===== config.mk =====
export PLATFORM = sky130hd
export DESIGN_NAME = oh_gpio_ctrl
export DESIGN_NICKNAME = d
export VERILOG_FILES = /design/src/rtl/oh_gpio_pkg.sv /design/src/rtl/oh_gpio_filter.sv /design/src/rtl/oh_gpio_ctrl.sv
export SDC_FILE = /design/constraint.sdc
export NUM_CORES = 1
export LEC_CHECK = 0
export ABC_AREA = 1
export CAP_MARGIN = 20
export CELL_PAD_IN_SITES_DETAIL_PLACEMENT = 2
export CELL_PAD_IN_SITES_GLOBAL_PLACEMENT = 2
export CORE_MARGIN = 2
export CORE_UTILIZATION = 30
export CTS_BUF_LIST = sky130_fd_sc_hd__clkbuf_8 sky130_fd_sc_hd__clkbuf_16
export CTS_CLUSTER_DIAMETER = 30
export DETAILED_ROUTE_END_ITERATION = 12
export PLACE_DENSITY = 0.91
export SYNTH_ARGS = -nofsm -noshare
export SYNTH_HDL_FRONTEND = slang
export SYNTH_SLANG_ARGS = --single-unit

===== constraint.sdc =====
create_clock -name clk -period 1.9 [get_ports clk]
set_input_delay 0.38 -clock clk [delete_from_list [all_inputs] [get_ports clk]]
set_output_delay 0.38 -clock clk [all_outputs]
set_load 0.1 [all_outputs]

===== src/rtl/oh_gpio_pkg.sv =====
// Shared encodings and control-word layout for the GPIO controller.
package oh_gpio_pkg;

  typedef enum logic [1:0] {
    GPIO_DIS = 2'b00,
    GPIO_IN  = 2'b01,
    GPIO_PP  = 2'b10,
    GPIO_OD  = 2'b11
  } gpio_mode_e;

  typedef enum logic [1:0] {
    EDGE_NONE = 2'b00,
    EDGE_RISE = 2'b01,
    EDGE_FALL = 2'b10,
    EDGE_BOTH = 2'b11
  } gpio_edge_e;

  localparam int unsigned CtrlW    = 16;
  localparam int unsigned PadCfgW  = 8;
  localparam int unsigned PadCfgLsb = 0;
  localparam int unsigned ModeLsb  = 8;
  localparam int unsigned ModeW    = 2;
  localparam int unsigned EdgeLsb  = 10;
  localparam int unsigned EdgeW    = 2;
  localparam int unsigned DbenBit  = 12;
  localparam int unsigned MaskBit  = 13;

  // Reserved bits [15:14] are never stored.
  localparam logic [CtrlW-1:0] CtrlWrMask = 16'h3FFF;

  typedef struct packed {
    logic [1:0]           rsvd;
    logic                 mask;
    logic                 dben;
    gpio_edge_e           edge_sel;
    gpio_mode_e           mode;
    logic [PadCfgW-1:0]   pad_cfg;
  } gpio_ctrl_t;

  function automatic logic edge_hit(gpio_edge_e sel, logic rise, logic fall);
    logic hit;
    case (sel)
      EDGE_RISE: hit = rise;
      EDGE_FALL: hit = fall;
      EDGE_BOTH: hit = rise | fall;
      default:   hit = 1'b0;
    endcase
    return hit;
  endfunction

endpackage


===== src/rtl/oh_gpio_filter.sv =====
// Per-pin input path: two-flop synchroniser, optional debounce and edge event.
module oh_gpio_filter
  import oh_gpio_pkg::*;
#(
  parameter int unsigned DBW      = 8,
  parameter int unsigned DBCYCLES = 16
) (
  input  logic       clk_i,
  input  logic       rst_ni,
  input  logic       din_i,
  input  logic       dben_i,
  input  gpio_edge_e edge_sel_i,
  output logic       filt_o,
  output logic       evt_o
);

  localparam logic [DBW-1:0] DbLast = DBW'(DBCYCLES - 1);

  logic           s1_q, s2_q;
  logic           filt_d, filt_q;
  logic [DBW-1:0] cnt_d, cnt_q;
  logic           rise, fall;

  always_ff @(posedge clk_i) begin
    if (!rst_ni) begin
      s1_q   <= 1'b0;
      s2_q   <= 1'b0;
      filt_q <= 1'b0;
      cnt_q  <= '0;
    end else begin
      s1_q   <= din_i;
      s2_q   <= s1_q;
      filt_q <= filt_d;
      cnt_q  <= cnt_d;
    end
  end

  // Counter only runs while the synchronised value disagrees with filt.
  always_comb begin
    filt_d = filt_q;
    cnt_d  = '0;
    if (!dben_i) begin
      filt_d = s2_q;
    end else if (s2_q != filt_q) begin
      if (cnt_q == DbLast) begin
        filt_d = s2_q;
      end else begin
        cnt_d = cnt_q + 1'b1;
      end
    end
  end

  always_comb begin
    rise   = filt_d & ~filt_q;
    fall   = ~filt_d & filt_q;
    evt_o  = edge_hit(edge_sel_i, rise, fall);
    filt_o = filt_q;
  end

endmodule


===== src/rtl/oh_gpio_ctrl.sv =====
// GPIO controller: per-pin control words, pad-ring drive, filtered inputs and edge interrupts.
module oh_gpio_ctrl
  import oh_gpio_pkg::*;
#(
  parameter int unsigned NGPIO    = 8,
  parameter int unsigned SW       = 6,
  parameter int unsigned DBW      = 8,
  parameter int unsigned DBCYCLES = 16
) (
  input  logic                 clk,
  input  logic                 nreset,
  input  logic                 cfg_write,
  input  logic [SW-1:0]        cfg_sel,
  input  logic [15:0]          cfg_wdata,
  output logic [15:0]          cfg_rdata,
  input  logic [NGPIO-1:0]     gpio_out,
  output logic [NGPIO-1:0]     gpio_in,
  input  logic [NGPIO-1:0]     irq_clear,
  output logic [NGPIO-1:0]     irq_status,
  output logic                 irq,
  output logic [NGPIO-1:0]     pad_dout,
  output logic [NGPIO-1:0]     pad_oen,
  output logic [NGPIO-1:0]     pad_ie,
  output logic [NGPIO*8-1:0]   pad_cfg,
  input  logic [NGPIO-1:0]     pad_din
);

  gpio_ctrl_t       ctrl_d [NGPIO];
  gpio_ctrl_t       ctrl_q [NGPIO];
  logic [NGPIO-1:0] irq_mask;
  logic [NGPIO-1:0] edge_evt;
  logic [NGPIO-1:0] status_d, status_q;

  // Out-of-range selects match no pin, so writes drop and reads return 0.
  always_comb begin
    for (int unsigned i = 0; i < NGPIO; i++) begin
      ctrl_d[i] = ctrl_q[i];
      if (cfg_write && (cfg_sel == SW'(i))) begin
        ctrl_d[i] = gpio_ctrl_t'(cfg_wdata & CtrlWrMask);
      end
    end
  end

  always_ff @(posedge clk) begin
    if (!nreset) begin
      for (int unsigned i = 0; i < NGPIO; i++) begin
        ctrl_q[i] <= '0;
      end
    end else begin
      ctrl_q <= ctrl_d;
    end
  end

  always_comb begin
    cfg_rdata = '0;
    for (int unsigned i = 0; i < NGPIO; i++) begin
      if (cfg_sel == SW'(i)) begin
        cfg_rdata = ctrl_q[i];
      end
    end
  end

  always_comb begin
    pad_dout = '0;
    pad_oen  = '1;
    pad_ie   = '0;
    pad_cfg  = '0;
    irq_mask = '0;
    for (int unsigned i = 0; i < NGPIO; i++) begin
      pad_cfg[8*i +: 8] = ctrl_q[i].pad_cfg;
      irq_mask[i]       = ctrl_q[i].mask;
      unique case (ctrl_q[i].mode)
        GPIO_DIS: begin
          pad_oen[i]  = 1'b1;
          pad_dout[i] = 1'b0;
          pad_ie[i]   = 1'b0;
        end
        GPIO_IN: begin
          pad_oen[i]  = 1'b1;
          pad_dout[i] = 1'b0;
          pad_ie[i]   = 1'b1;
        end
        GPIO_PP: begin
          pad_oen[i]  = 1'b0;
          pad_dout[i] = gpio_out[i];
          pad_ie[i]   = 1'b1;
        end
        GPIO_OD: begin
          pad_oen[i]  = gpio_out[i];
          pad_dout[i] = 1'b0;
          pad_ie[i]   = 1'b1;
        end
        default: begin
          pad_oen[i]  = 1'b1;
          pad_dout[i] = 1'b0;
          pad_ie[i]   = 1'b0;
        end
      endcase
    end
  end

  // Input is gated by ie so disabled pins never propagate pad activity.
  for (genvar i = 0; i < NGPIO; i++) begin : g_pin
    oh_gpio_filter #(
      .DBW      (DBW),
      .DBCYCLES (DBCYCLES)
    ) u_filter (
      .clk_i      (clk),
      .rst_ni     (nreset),
      .din_i      (pad_din[i] & pad_ie[i]),
      .dben_i     (ctrl_q[i].dben),
      .edge_sel_i (ctrl_q[i].edge_sel),
      .filt_o     (gpio_in[i]),
      .evt_o      (edge_evt[i])
    );
  end

  // Set wins over a simultaneous clear.
  always_comb begin
    status_d = (status_q & ~irq_clear) | edge_evt;
  end

  always_ff @(posedge clk) begin
    if (!nreset) begin
      status_q <= '0;
    end else begin
      status_q <= status_d;
    end
  end

  always_comb begin
    irq_status = status_q;
    irq        = |(status_q & irq_mask);
  end

endmodule


==> results of run 1 <==
-- power breakdown --
group / internal, W / switching, W / total [W]
clock: 0.00728 / 0.00366 / 0.0109
sequential: 0.00433 / 0.0000387 / 0.00437
combinational: 0.000339 / 0.000639 / 0.000978
total: 0.0119 / 0.00434 / 0.0163
-- worst max-delay path: cells and delay by family --
family	cells	cell delay [ns]
buf+inv	6	0.95
simple gates	4	0.72
-- how the worst max path moves through the flow --
stage / start / end / slack [ns]
finish: cfg_sel[4] / cfg_rdata[1] / -0.55
global route: cfg_sel[4] / cfg_rdata[1] / -0.52
CTS: pad_cfg[17] / cfg_rdata[1] / -0.36
detailed placement: cfg_sel[1] / cfg_rdata[1] / -0.78
global placement: cfg_sel[1] / cfg_rdata[10] / -0.66
floorplan: cfg_sel[4] / cfg_rdata[10] / -0.48
-- repair_timing --
action,4_1_cts,5_1_grt
cloned,6,3
setup endpoints to repair,89,55
gates resized for setup,312,167
pin swaps,105,85
setup buffers,69,37
-- through the flow --
| step | setup slack (ns) | total power, W | hold slack [ns] | instances | setup TNS (ns) |
|---|---|---|---|---|---|
| 2_1_floorplan | -0.475 | 0.00486 | 0.390 | 1371 | -6.23 |
| 3_3_place_gp | -0.665 | 0.00520 | 0.395 | 1911 | -37.35 |
| 3_5_place_dp | -0.780 | 0.00523 | 0.405 | 1911 | -57.05 |
| 4_1_cts | -0.360 | 0.0157 | 0.299 | 2088 | -3.90 |
| 5_1_grt | -0.523 | 0.0164 | 0.328 | 2125 | -9.10 |
| 6_report | -0.552 | 0.0163 | 0.301 | 2126 | -9.46 |
-- state kept, by name, summed over array words and instances (netlist names) --
register and cells:
g_pin.u_filter.filt_o 8, g_pin.u_filter.s2_q 8, pad_cfg 64, g_pin.u_filter.s1_q 8
irq_status 8, ctrl_q 48, g_pin.u_filter.cnt_q 64
-- cell families (layout without fill, tap and decap cells) --
group,count (synthesis),after routing,synth area share
AND/OR/NAND/NOR,666,666,0.293
buffers and inverters,247,558,0.125
flip-flops,208,208,0.424
AO/OA/AOI/OAI,202,202,0.110
XOR/XNOR,30,30,0.0268
adder cells (fa/ha/maj),16,16,0.0204
other,1,4,0.000382
-- layer usage --
| metal | track usage | share of wire | wire length, um | up-vias |
|---|---|---|---|---|
| li1 | - | - | - | 4948 |
| met1 | 0.432 | 0.34 | 27600 | 6367 |
| met2 | 0.725 | 0.47 | 38500 | 1047 |
| met3 | 0.0958 | 0.081 | 6680 | 556 |
| met4 | 0.321 | 0.11 | 9270 | 0 |
| met5 | 0 | 0 | 0 | - |
-- cells in the final DEF, fill, tap and decap left out, drive strengths merged, types with 13 or more instances in the layout --
cell type / synthesis / layout
a21oi: 62 / 62
buf: 98 / 294
bufinv: 0 / 13
clkbuf: 29 / 66
clkdlybuf4s50: 0 / 39
clkinv: 0 / 14
dfxtp: 208 / 208
ha: 16 / 16
inv: 120 / 130
nand2: 197 / 197
nand3: 74 / 74
nand4: 62 / 62
nor2: 305 / 305
o21ai: 116 / 116
o21bai: 14 / 14
xor2: 20 / 20
-- cell type report --
type,count,area share
flip-flops and latches,208,0.247
well taps,442,0.0312
clock inverters,39,0.0306
clock buffers,63,0.0833
diodes,2,0.000282
repair buffers,336,0.258
inverters,120,0.0273
multi-input cells,916,0.323
==> key figures, run 1 <==
Min path
  – HP Class: in -> reg
  – Hold path cells: 4
  – Min-delay src: nreset
  – Hold worst-path end: g_pin[1].u_filter.filt_o

Die
  – Die Wd: between 150 and 200 um
  – Die Height: between 150 and 200 um
  – Row Count: 66
  – I/O pin total: 170
  – Core area: 0.0324 sq mm
  – Initial Utilization: 0.303
  – Die area: 0.0342 sq mm

Yosys
  – Post-synthesis sequential area ratio: 0.424
  – Cell Area, Synth: roughly 0.0098 sq mm
  – Ys flop type: dfxtp_1
  – Synth area leaders: dfxtp_1, nor2_1, nand2_1
  – Fraction of registers with async set/reset: 0
  – Synth cell count leaders: nor2_1, dfxtp_1, nand2_1
  – Unique masters post-synth: 31
  – Post-synth top area share: 0.424
  – Post-synth top area cell: dfxtp_1
  – Ys Warns: 0
  – Synthesized flop and latch total: 208
  – Number of synthesized flops with an enable pin: 0
  – Mapped Avg Cell Area: 7.17 sq um
  – Most frequent cell after synthesis: nor2_1
  – Cells after synthesis: 1,370

Clock network
  – H-tree Lvls: 2
  – CTS Buffer Depth: 3
  – Clock sink count: 208
  – Worst skew pair latency: 0.62 ns
  – TritonCTS clock tree: done
  – CTS clk-pin slew, worst paths: 0.06 ns
  – Post-cts hold buffer count: 0
  – Clock root buffer: clkbuf_16
  – Num CTS Buffers: 54

Global route
  – Largest net degree at the start of global routing: between 100 and 150
  – Gr usage total: 0.415
  – First-pass GRT wire length: 102,000 um
  – Number of global-route vias before repair: about 14k
  – Grt total ovfl: 0
  – Initial antenna violation count: 2

Final layout
  – Register area: 0.00437 sq mm
  – Nets: 1,701
  – Final core utilization: 0.547
  – Layout Area Growth over Synthesis: 80.4%
  – Share of layout cells above drive strength 1: 0.424
  – Multi-input gate area: 0.00572 sq mm
  – Fill cells: 3,276
  – Finished Cell Area: 0.0177 sq mm

Timing
  – Fmax: 0.408 GHz
  – Final worst slack: -0.552 ns
  – Pins over their slew limit: 0
  – Final setup viols: 53
  – Worst slew pin tran: 0.901 ns
  – Relative slew slack: 0.397
  – Clock Skew: 0.0295 ns
  – Tmin final: 2.45 ns
  – Unrepaired setup endpoints after global routing: yes
  – Final Cycle Share: 1.29
  – Final Hold Viols: 0

Critical path
  – Worst Setup End Kind: output pin
  – Reg2Reg Depth: 4
  – Flop2flop setup slack: -0.29 ns
  – Worst R2R End: g_pin[4].u_filter.cnt_q[3]
  – CP Launch Type: input pin
  – CP peak stage delay: ~0.25 ns
  – WP data arrival: 2.07 ns
  – Cell Chain, Critical Path: buf_6, nor2_4, buf_4, buf_6, nand3_2, inv_2, buf_4, nand2_1, nand4_1, buf_12
  – Critical path type: in -> out
  – Critical path peak fanout: 5
  – RR Startpoint: g_pin[4].u_filter.filt_o
  – Crit path required time: 1.52 ns
  – Critical-path top delay cell: nand4_1

Flow run
  – Max Cap Viol: 0

Placement
  – Port buffer count: between 150 and 200
  – GP Congestion: 0.836
  – DP Area: between 0.01 and 0.015 sq mm
  – DP HPWL: 30,600 um

Routing
  – DR vias/cell: 6.08
  – Via Count: about 13k
  – DR WL/cell: just under 40 um
  – Final ANT Viol Nets: 0
  – Pre-antenna DRT Iters: 6
  – Drc violations: 0
  – Iter 0 DRT Violations: about 1.4k
  – DRT Wirelength: 82,000 um

Run status
  – Outcome: finished, violations left
  – Failing checks: negative setup slack

Pwr
  – Pwr/cell area: slightly above 900 mW/mm^2
  – Max VDD drop: about 1.1 mV
  – P_leak: 7.32 nW
(Power assumes the default switching activity.)
==> run 2, diff against run 1 <==
--- a/config.mk
+++ b/config.mk
@@ -7,14 +7,13 @@
 export LEC_CHECK = 0
 export ABC_AREA = 1
 export CAP_MARGIN = 20
-export CELL_PAD_IN_SITES_DETAIL_PLACEMENT = 2
-export CELL_PAD_IN_SITES_GLOBAL_PLACEMENT = 2
 export CORE_MARGIN = 2
-export CORE_UTILIZATION = 30
+export CORE_UTILIZATION = 42
 export CTS_BUF_LIST = sky130_fd_sc_hd__clkbuf_8 sky130_fd_sc_hd__clkbuf_16
 export CTS_CLUSTER_DIAMETER = 30
 export DETAILED_ROUTE_END_ITERATION = 12
-export PLACE_DENSITY = 0.91
+export GPL_TIMING_DRIVEN = 0
+export PLACE_DENSITY = 0.76
 export SYNTH_ARGS = -nofsm -noshare
 export SYNTH_HDL_FRONTEND = slang
 export SYNTH_SLANG_ARGS = --single-unit
==> key figures, run 2 (synthesized netlist as in run 1, its figures left out) <==
Routing
  – Final ANT Viol Nets: 0 (unchanged)
  – Pre-antenna DRT Iters: 5 (-1)
  – Iter 0 DRT Violations: 900 (-34%)
  – DRT Wirelength: 34,600 um (-58%)
  – DR WL/cell: 17.5 um (-55%)
  – Drc violations: 0 (unchanged)
  – Via Count: 10.6k (-18%)
  – DR vias/cell: 5.37 (-12%)

Final layout
  – Commonest non-fill, non-tap cell in the layout: nor2_1
  – Layout Area Growth over Synthesis: 48.7%
  – Fill cells: 1,802 (-45%)
  – Ant diodes: 0 (-2)
  – Nets: 1,696 (-0.29%)
  – Final core utilization: 0.641 (+0.0937)
  – Share of layout cells above drive strength 1: 0.327 (-0.0970)
  – Most frequent cells in the layout: nor2_1, dfxtp_1, nand2_1

Timing
  – Final hold slack: 0.392 ns (+0.0901 ns)
  – Tmin final: 2.16 ns (-0.296 ns)
  – Final worst slack: -0.256 ns (+0.296 ns)
  – Final Cycle Share: 1.13 (-0.156)
  – Pins over their slew limit: 0 (unchanged)
  – Clock Skew: 0.0213 ns (-0.00824 ns)
  – Setup total negative slack: -3.15 ns (+6.31 ns)
  – Relative slew slack: 0.501 (+0.104)
  – Final Hold Viols: 0 (unchanged)
  – Fmax: 0.464 GHz (+14%)
  – Unrepaired setup endpoints after global routing: yes
  – Worst slew pin tran: 0.748 ns (-0.153 ns)
  – Final setup viols: 15 (-72%)

Critical path
  – Crit path required time: 1.52 ns (about the same)
  – Worst path bufs/invs: 5 (-1)
  – Critical path peak fanout: 5 (unchanged)
  – CP peak stage delay: 0.24 ns (about the same)
  – Largest delay share family, worst path: buffers and inverters
  – CP Launch Type: input pin
  – Cell Chain, Critical Path: buf_4, inv_2, nor2_4, buf_12, buf_6, nand4_1, nand3_1, o21bai_4, nand4_1, buf_12
  – WP data arrival: 1.78 ns (-0.29 ns)
  – Worst Setup End Kind: output pin
  – Critical-path top delay cell: buf_12
  – Critical path type: in -> out

Global route
  – Grt total ovfl: 0 (unchanged)
  – Largest net degree at the start of global routing: 17 (-86%)
  – Number of global-route vias before repair: 10.0k (-28%)
  – First-pass GRT wire length: 52,100 um (-49%)
  – Initial antenna violation count: 0 (-2)
  – Gr usage total: 0.269 (-0.147)

Die
  – I/O pin total: 170 (unchanged)
  – Row Count: 55 (-17%)
  – Die Wd: 157 um (-15%)
  – Core area: 0.0228 sq mm (-30%)
  – Die Height: 157 um (-15%)
  – Die area: 0.0246 sq mm (-28%)
  – Initial Utilization: 0.431 (+0.128)

Clock network
  – H-tree Lvls: 2 (unchanged)
  – CTS clk-pin slew, worst paths: 0.05 ns (about the same)
  – Clock root buffer: clkbuf_16
  – Num CTS Buffers: 43 (-20%)
  – CTS Buffer Depth: 3 (unchanged)
  – Clock sink count: 208 (unchanged)
  – Worst skew pair latency: 0.53 ns (-0.09 ns)
  – Post-cts hold buffer count: 0 (unchanged)
  – TritonCTS clock tree: done

Pwr
  – Pwr/cell area: 898 mW/mm^2 (-2.3%)
  – P_leak: 6.44 nW (-12%)
  – Max VDD drop: 0.619 mV (-44%)

Min path
  – HP Class: in -> reg

Placement
  – Port buffer count: 165 (unchanged)
  – DP HPWL: 22,200 um (-27%)
  – GP Congestion: 0.944 (+13%)

Run status
  – Failing checks: negative setup slack
  – Outcome: finished, violations left

Flow run
  – Max Cap Viol: 0 (unchanged)
run 2: changes by cell type in the layout (fill, tap and decap cells not counted), sizes merged, moves of 2 or more:
cell	delta
buf	-33
clkbuf	+16
clkdlybuf4s15	+8
bufinv	-6
inv	-4
diode	-2
run 2: worst paths after layout:
path                            slack (ns)                       start                     end  depth (start not counted)
worst max-delay path                 -0.26                  cfg_sel[0]           cfg_rdata[11]                         10
worst min-delay path                  0.39                  pad_din[5]  g_pin[5].u_filter.s1_q                          3
worst max register to register        0.07  g_pin[6].u_filter.cnt_q[0]           irq_status[6]                         14
worst min register to register        0.41      g_pin[6].u_filter.s1_q  g_pin[6].u_filter.s2_q                          2
run 2: layer usage:
metal,part of all wire,track usage,vias to the layer above
met4,0.061,0.152,0
met3,0.084,0.0504,155
met1,0.40,0.331,4951
met2,0.46,0.440,588
met5,0,0,-
li1,-,-,4919
run 2: cell type report:
type / instances / area [sq um] / area share
Clock inverter: 28 / 367 / 0.0251
Timing Repair Buffer: 216 / 1890 / 0.129
Inverter: 120 / 453 / 0.0310
Sequential cell: 208 / 4210 / 0.288
Buffer: 126 / 971 / 0.0665
Multi-Input combinational cell: 916 / 5140 / 0.352
Tap cell: 313 / 392 / 0.0268
Clock buffer: 50 / 1180 / 0.0811
run 2: report_power, final:
part	switching (W)	leakage (nW)	internal, W	total (W)
combinational	0.000507	3.97	0.000262	0.000770
sequential	0.0000224	1.69	0.00439	0.00441
clock	0.00251	0.773	0.00542	0.00793
run 2: repair_timing:
action	CTS	global route
endpoints found under the setup margin	164	78
pin swaps	51	42
setup buffers	29	17
gates cloned	5	1
gates resized for setup	837	113
run 2: worst register-to-register path, stage by stage (launching register included):
cell and delay, ns:
dfxtp_2 0.36, ha_4 0.16, nand3_4 0.10, nor2_4 0.12, nand2_2 0.08, nand2_4 0.09
nand2_2 0.05, o21ai_2 0.06, inv_1 0.06, ha_1 0.27, nor2_1 0.09, nor2_1 0.05
nand2_1 0.06, nand2_1 0.06, a21oi_2 0.15
run 2: per-stage QoR:
| stage | cell area [sq um] | power [W] | std cells | setup WS (ns) |
|---|---|---|---|---|
| after floorplan | 9950 | 0.00486 | 1371 | -0.475 |
| after global placement | 12000 | 0.00513 | 1849 | -1.99 |
| after detailed placement | 12000 | 0.00513 | 1849 | -2.02 |
| after CTS | 14100 | 0.0131 | 1960 | -0.236 |
| after global routing | 14600 | 0.0134 | 1977 | -0.300 |
| final | 14600 | 0.0131 | 1977 | -0.256 |
